### config.mk
export PLATFORM = sky130hd
export DESIGN_NAME = fetch_pipe_ctrl
export DESIGN_NICKNAME = d
export VERILOG_FILES = /design/src/rtl/fetch_pipe_ctrl.sv
export SDC_FILE = /design/constraint.sdc
export NUM_CORES = 1
export LEC_CHECK = 0
export CORE_ASPECT_RATIO = 0.5
export CORE_MARGIN = 2
export CORE_UTILIZATION = 45
export CTS_CLUSTER_SIZE = 16
export DETAILED_ROUTE_END_ITERATION = 7
export PLACE_DENSITY_LB_ADDON = 0.1
export SLEW_MARGIN = 40
export SYNTH_ARGS = -nofsm -noshare
export SYNTH_HDL_FRONTEND = slang
export SYNTH_SLANG_ARGS = --single-unit
### constraint.sdc
create_clock -name clk -period 2.9 [get_ports clk]
set_input_delay 0.29 -clock clk [delete_from_list [all_inputs] [get_ports clk]]
set_output_delay 0.29 -clock clk [all_outputs]
set_load 0.005 [all_outputs]
### src/rtl/fetch_pipe_ctrl.sv
// Fetch-stage controller: owns the program counter, drives the instruction
// ROM address and loads the IF/ID pipeline register. It handles stall, flush
// and execute-stage redirects. A fetch outside the ROM window parks the core
// in FAULT until reset.
module fetch_pipe_ctrl #(
  parameter int                       ADDRESS_WIDTH = 32,
  parameter logic [ADDRESS_WIDTH-1:0] RESET_VECTOR  = 32'hBFC00000,
  parameter logic [ADDRESS_WIDTH-1:0] ROM_BASE      = 32'hBFC00000,
  parameter int                       ROM_BYTES     = 4096,
  parameter logic [31:0]              NOP_INSTR     = 32'h00000013
) (
  input  logic                     clk,
  input  logic                     rst,
  input  logic [31:0]              instr_f,
  input  logic                     stall_f,
  input  logic                     flush_d,
  input  logic                     pc_src_e,
  input  logic [ADDRESS_WIDTH-1:0] pc_target_e,
  output logic [ADDRESS_WIDTH-1:0] pc_f,
  output logic [31:0]              instr_d,
  output logic [ADDRESS_WIDTH-1:0] pc_d,
  output logic [ADDRESS_WIDTH-1:0] pc_plus4_d,
  output logic                     valid_d,
  output logic                     fetch_fault,
  output logic [31:0]              fetch_count
);

  typedef enum logic {RUN, FAULT} state_t;

  // Address of the last whole word inside the ROM window.
  localparam logic [ADDRESS_WIDTH-1:0] ROM_LAST =
    ROM_BASE + ADDRESS_WIDTH'(ROM_BYTES - 4);

  state_t                     state, state_next;
  logic [ADDRESS_WIDTH-1:0]   pc_next, pc_d_next, pc_plus4_d_next, pc_plus4;
  logic [31:0]                instr_next, count_next;
  logic                       valid_next, fault_next, pc_legal;

  // The ROM is combinational, so legality depends only on the registered PC.
  assign pc_legal = (pc_f[1:0] == 2'b00) && (pc_f >= ROM_BASE) && (pc_f <= ROM_LAST);
  assign pc_plus4 = pc_f + ADDRESS_WIDTH'(4);

  // Next-state and next-register selection in priority order.
  always_comb begin
    // NOTE: every target is given a hold value first. Any path that skips an
    // assignment then keeps the register value and does not infer a latch.
    state_next      = state;
    pc_next         = pc_f;
    instr_next      = instr_d;
    pc_d_next       = pc_d;
    pc_plus4_d_next = pc_plus4_d;
    valid_next      = valid_d;
    fault_next      = fetch_fault;
    count_next      = fetch_count;

    case (state)
      RUN: begin
        if (pc_src_e) begin
          // Redirect beats stall and flush. The target is checked on the
          // following edge, like any other fetch address.
          pc_next    = pc_target_e;
          instr_next = NOP_INSTR;
          valid_next = 1'b0;
        end else if (stall_f) begin
          // Hold everything. A flush during a stall is deliberately dropped.
        end else if (!pc_legal) begin
          state_next = FAULT;
          fault_next = 1'b1;
          instr_next = NOP_INSTR;
          valid_next = 1'b0;
        end else if (flush_d) begin
          instr_next = NOP_INSTR;
          valid_next = 1'b0;
          pc_next    = pc_plus4;
        end else begin
          instr_next      = instr_f;
          pc_d_next       = pc_f;
          pc_plus4_d_next = pc_plus4;
          valid_next      = 1'b1;
          pc_next         = pc_plus4;
          count_next      = fetch_count + 32'd1;
        end
      end
      FAULT: begin
        // Parked: every input except rst is ignored.
      end
      default: state_next = FAULT;
    endcase
  end

  // State and pipeline registers, with synchronous reset taking priority.
  always_ff @(posedge clk) begin
    // NOTE: sequential state uses non-blocking assignments. Every register
    // then samples values from before the edge, whatever the statement order.
    if (rst) begin
      state       <= RUN;
      pc_f        <= RESET_VECTOR;
      instr_d     <= NOP_INSTR;
      pc_d        <= '0;
      pc_plus4_d  <= '0;
      valid_d     <= 1'b0;
      fetch_fault <= 1'b0;
      fetch_count <= '0;
    end else begin
      state       <= state_next;
      pc_f        <= pc_next;
      instr_d     <= instr_next;
      pc_d        <= pc_d_next;
      pc_plus4_d  <= pc_plus4_d_next;
      valid_d     <= valid_next;
      fetch_fault <= fault_next;
      fetch_count <= count_next;
    end
  end

endmodule

# After elaboration in Yosys (flattened, before gate mapping)
# Index checks and enable logic that the tools add are counted.
# classes
n_mux,15
shifts,0
n_lt_le_gt_ge,2
n_bitwise,5
n_div,0
n_addsub,2
reduce_logical,8
mul,0
n_eq_ne,1
# ops
cell,n
$mux 32,7
$add 32x1->32 const B,1
$add 32x3->32 const B,1
$ge 32x32->1 const B,1
$le 32x32->1 const B,1
$mux 1,8
$not 1->1,5
$reduce_and 5->1,1
$reduce_and 4->1,1
$reduce_and 3->1,1
$logic_and 1x1->1,2
$logic_not 2->1,1
$ne 2x1->1 const B,1
$reduce_and 2->1,1
$reduce_bool 2->1,1
# totals
word_cells,41
out_inout_bits,162
latch_bits,0
regBits,163
input_bits,69
ramBits,0
mem_bits_ro,0
n_memories,0

# Depth between registers and ports, before layout
# logic_depth
depth_word,7
ltp_mapped,10
ltp_nobuf,6

# Least setup slack after synthesis
# No wires, ideal clock.
# synth_timing
kind,register to register
start,register pc_f[15]
end,register fetch_count[12]
stages_incl_launch_ff,7
setup_time_ns,0.070
arrival_ns,2.257
slack_ns,0.572
required_time_ns,2.830
synth_period_minus_slack_ns,2.328
path_buffers,1
path_cell_list,dfxtp_1 -> or4_4 -> or2_4 -> or3_4 -> buf_6 -> or4_1 -> a21oi_1
# synth_between
elab_chain_cells,4
word_cells_on_any_way,5
classes_between,2 x order compare; 3 x reduce/logical
# synth_lines
element,line,rtl
start: declaration,19,"output logic [ADDRESS_WIDTH-1:0] pc_f,"
start signal: assignment,106,pc_f <= pc_next;
$ge 32x32->1,40,assign pc_legal = (pc_f[1:0] == 2'b00) && (pc_f >= ROM_BASE) && (pc_f <= ROM_LAST);
$logic_and 1x1->1,40,
$logic_and 1x1->1 (*),40,
$reduce_and 5->1 (no line) (*),-,
end signal: assignment,112,fetch_count <= count_next;
end: declaration,25,output logic [31:0] fetch_count
# Mark *: on every way between the ends. The rest lies on a longest branch, timed or not.
# A chain may end at the register's enable or synchronous reset.

# Worst setup path after layout
# layout_timing
start,register pc_f[12]
end,register fetch_count[12]
# Same word-level chain as after synthesis.

==> key figures <==
Run status
  • Status: finished, final reports clean

Die
  • Die X: between 150 and 200 um
  • Vert. Die Dim: 87.78 um
  • Die Area: 15060 um2
  • Initial Util: approximately 46%
  • Top Ports: 231
  • Core ar.: about 14000 um2
  • Site Rows: 30

Detailed routing
  • Metal2 WL: 8.529 mm
  • Drt first pass iters: 4
  • # DRC: 0
  • DRT met1 WL: about 8 mm
  • Highest metal used: met4
  • Via count: between 6k and 7k
  • Final ANT Viol Nets: 0
  • Routed length per placed instance: around 16 um
  • Routed wl met3: 1.487 mm
  • Total Wirelength: around 18 mm
  • Avg Vias per Cell: roughly 5.3
  • DR iter-0 viols: roughly 450

Synth
  • Top_reg_cell synth: dfxtp_1
  • Post-synth EDFFs: 0
  • Yosys cell types: 52
  • Number of register bits inferred by synthesis: between 150 and 200
  • Avg Cell Area, Syn: approximately 8.6 um2
  • Synth warn: 0
  • Synth Instances: 736
  • FFs w/ async S/R, synth: 0%
  • Register area share after synthesis: 51.03%
  • Syn nets: ~800
  • Mapped Area: 6316 um2

Power and ir drop
  • P_int: 3702 uW
  • Clock power frac: a little under half
  • Comb pwr share: roughly 7.8%
  • Sequential share of power: between 40% and 50%
  • Worst vdd ir: between 0.2 and 0.3 mV
  • Sw Share: roughly a quarter
  • PD cells: between 500 and 600 nW/um2
  • P_leak: roughly 0.0032 uW
  • Psw: 1250 uW

Clocking
  • Hold Buf Count CTS: 0
  • CTS tree: yes
  • Clock Sinks: around 160
  • Post-CTS resize count: 0
  • CTS H-tree depth: 4
  • Clock Tree Buf Depth: 2
  • Worst-Skew Late Latency: 0.42 ns
  • Clock transition at path regs: roughly 0.070 ns
  • CTS Buf Count: 17
  • Setup Fix Bufs, Post-CTS: 0
  • Root buffer cell: clkbuf_16

Finish
  • Most common cell after layout, fill and taps aside: clkdlybuf4s50_1
  • Most frequent cells in the layout: clkdlybuf4s50_1 (229), dfxtp_1 (161), nor2_1 (101)
  • Fill count: 1115
  • Final net count: ~1k
  • Antenna cell count: 0
  • Layout cells sized above 1: under 10%
  • Layout area overhead: 48.16%

Place
  • Dpl hpwl: ~13 mm
  • PortBufs: 230
  • Routability cong.: around 0.83
  • Post-Place Setup Slack: ~0.32 ns

STA
  • Period minus WS final: 2.471 ns
  • Skew final: around 0.012 ns
  • Setup repair after global routing missed its margin: no
  • # setup viols final: 0
  • Setup TNS: 0 ns
  • Rel. slew slack: roughly 48%
  • Least-Margin Pin Slew: between 0.7 and 0.8 ns
  • Final hold vios: 0
  • Tcrit/Tclk final: between 80% and 90%
  • F_max: just over 400 MHz
  • Final WS setup: 0.4292 ns
  • Fin. max-slew vios: 0

Critical path
  • Arr. time, crit path: about 2.8 ns
  • FF-to-FF path depth: 5
  • Critical-path maximum fanout: 19
  • Setup crit end kind: register
  • CP startpoint kind: register
  • Setup CP Type: register to register
  • Required time of the critical path: 3.25 ns

Hold path
  • Hold Crit Class: input pin to register
  • Hold path depth: 2

Global route
  • Antenna violations before repair: 0
  • First-pass GRT wire length: 29.20 mm
  • Largest net degree at the start of global routing: 73
  • Gr usage total: between 20 and 25%
  • Number of global-route vias before repair: ~5.8k
  • Total gr overflow: 0

Run
  • Maxcap violations: 0
[power groups by stage]
stage	sequential (uW)	combinational (uW)	clock [uW]
finish	2290	388	2270
global route	2300	420	2400
CTS	2290	388	2310
detailed placement	2340	385	0
global placement	2340	378	0
floorplan	2330	178	0
[synth_stat cells, types with 9 or more instances]
cell        n  area [um2]
dfxtp_1   161        3223
nor2_1    102       382.9
nand2_1    98       367.9
a21oi_1    57       285.3
clkbuf_1   43       161.4
a22oi_1    34       255.2
and2_1     24       150.1
o21ai_0    20       100.1
nand3_1    19       95.09
inv_1      15       56.30
o31ai_1    14       105.1
or3_1      12       75.07
or4_1      10       75.07
a211oi_1    9       67.56
and4_1      9       78.83
nand3b_1    9       67.56
[state kept, by name (all words and copies together), names as in the netlist]
register / flops
fetch_count: 32
instr_d: 32
pc_d: 32
pc_f: 32
pc_plus4_d: 30
fetch_fault: 1
state: 1
valid_d: 1
[stage by stage]
| stage | hold slack, ns | area (um2) | utilization, % | power (uW) | cells |
|---|---|---|---|---|---|
| after global routing | 0.1493 | 9358 | 68.68 | 5118 | 1153 |
| after CTS | 0.1413 | 9358 | 68.68 | 4985 | 1153 |
| after detailed placement | 0.4453 | 8755 | 64.25 | 2726 | 1121 |
| final | 0.1610 | 9358 | 68.68 | 4952 | 1153 |
| after floorplan | 0.4140 | 6316 | - | 2505 | 736 |
| after global placement | 0.4396 | 8750 | 64.21 | 2719 | 1121 |
[path summary, 6_finish.rpt]
check,slack (ns),start,endpoint
hold reg to reg,0.45,pc_d[9],pc_d[9]
hold / removal,0.16,rst,fetch_count[15]
setup / recovery,0.43,pc_f[12],fetch_count[12]
setup reg to reg,0.43,pc_f[12],fetch_count[12]
[logic make-up (layout without fill, tap and decap cells)]
| family | count (synthesis) | in the layout | share of synthesized area [%] |
|---|---|---|---|
| flip-flops | 161 | 161 | 51.03 |
| adder cells (fa/ha/maj) | 3 | 3 | 0.5944 |
| AO/OA/AOI/OAI | 159 | 159 | 16.11 |
| multiplexers | 1 | 1 | 0.1783 |
| XOR/XNOR | 13 | 13 | 1.803 |
| AND/OR/NAND/NOR | 331 | 331 | 25.79 |
| buffers and inverters | 68 | 293 | 4.497 |
[area by class of cell]
cell class                 count  area [um2]  area share, %
sequential                   161        3223          34.44
timing repair buffer         246        2420          25.86
multi-input combinational    507        2815          30.08
clock buffer                  18       439.2          4.693
inverter                      15       56.30         0.6017
tap                          192       240.2          2.567
clock inverter                14       163.9          1.752
[per-layer routing]
layer / up-vias / global-route usage [%]
li1: 2986 / -
met1: 2947 / 29.97
met2: 172 / 40.64
met3: 24 / 9.173
met4: 0 / 7.011
met5: - / 0
[worst max-delay path, cell delays in order (launching register included)]
cell	delay, ns
dfxtp_1	0.41
nor4b_1	0.45
nand4_1	0.33
or3_4	0.55
or4_1	0.52
a21oi_1	0.15
Power figures use the tool's default switching activity.
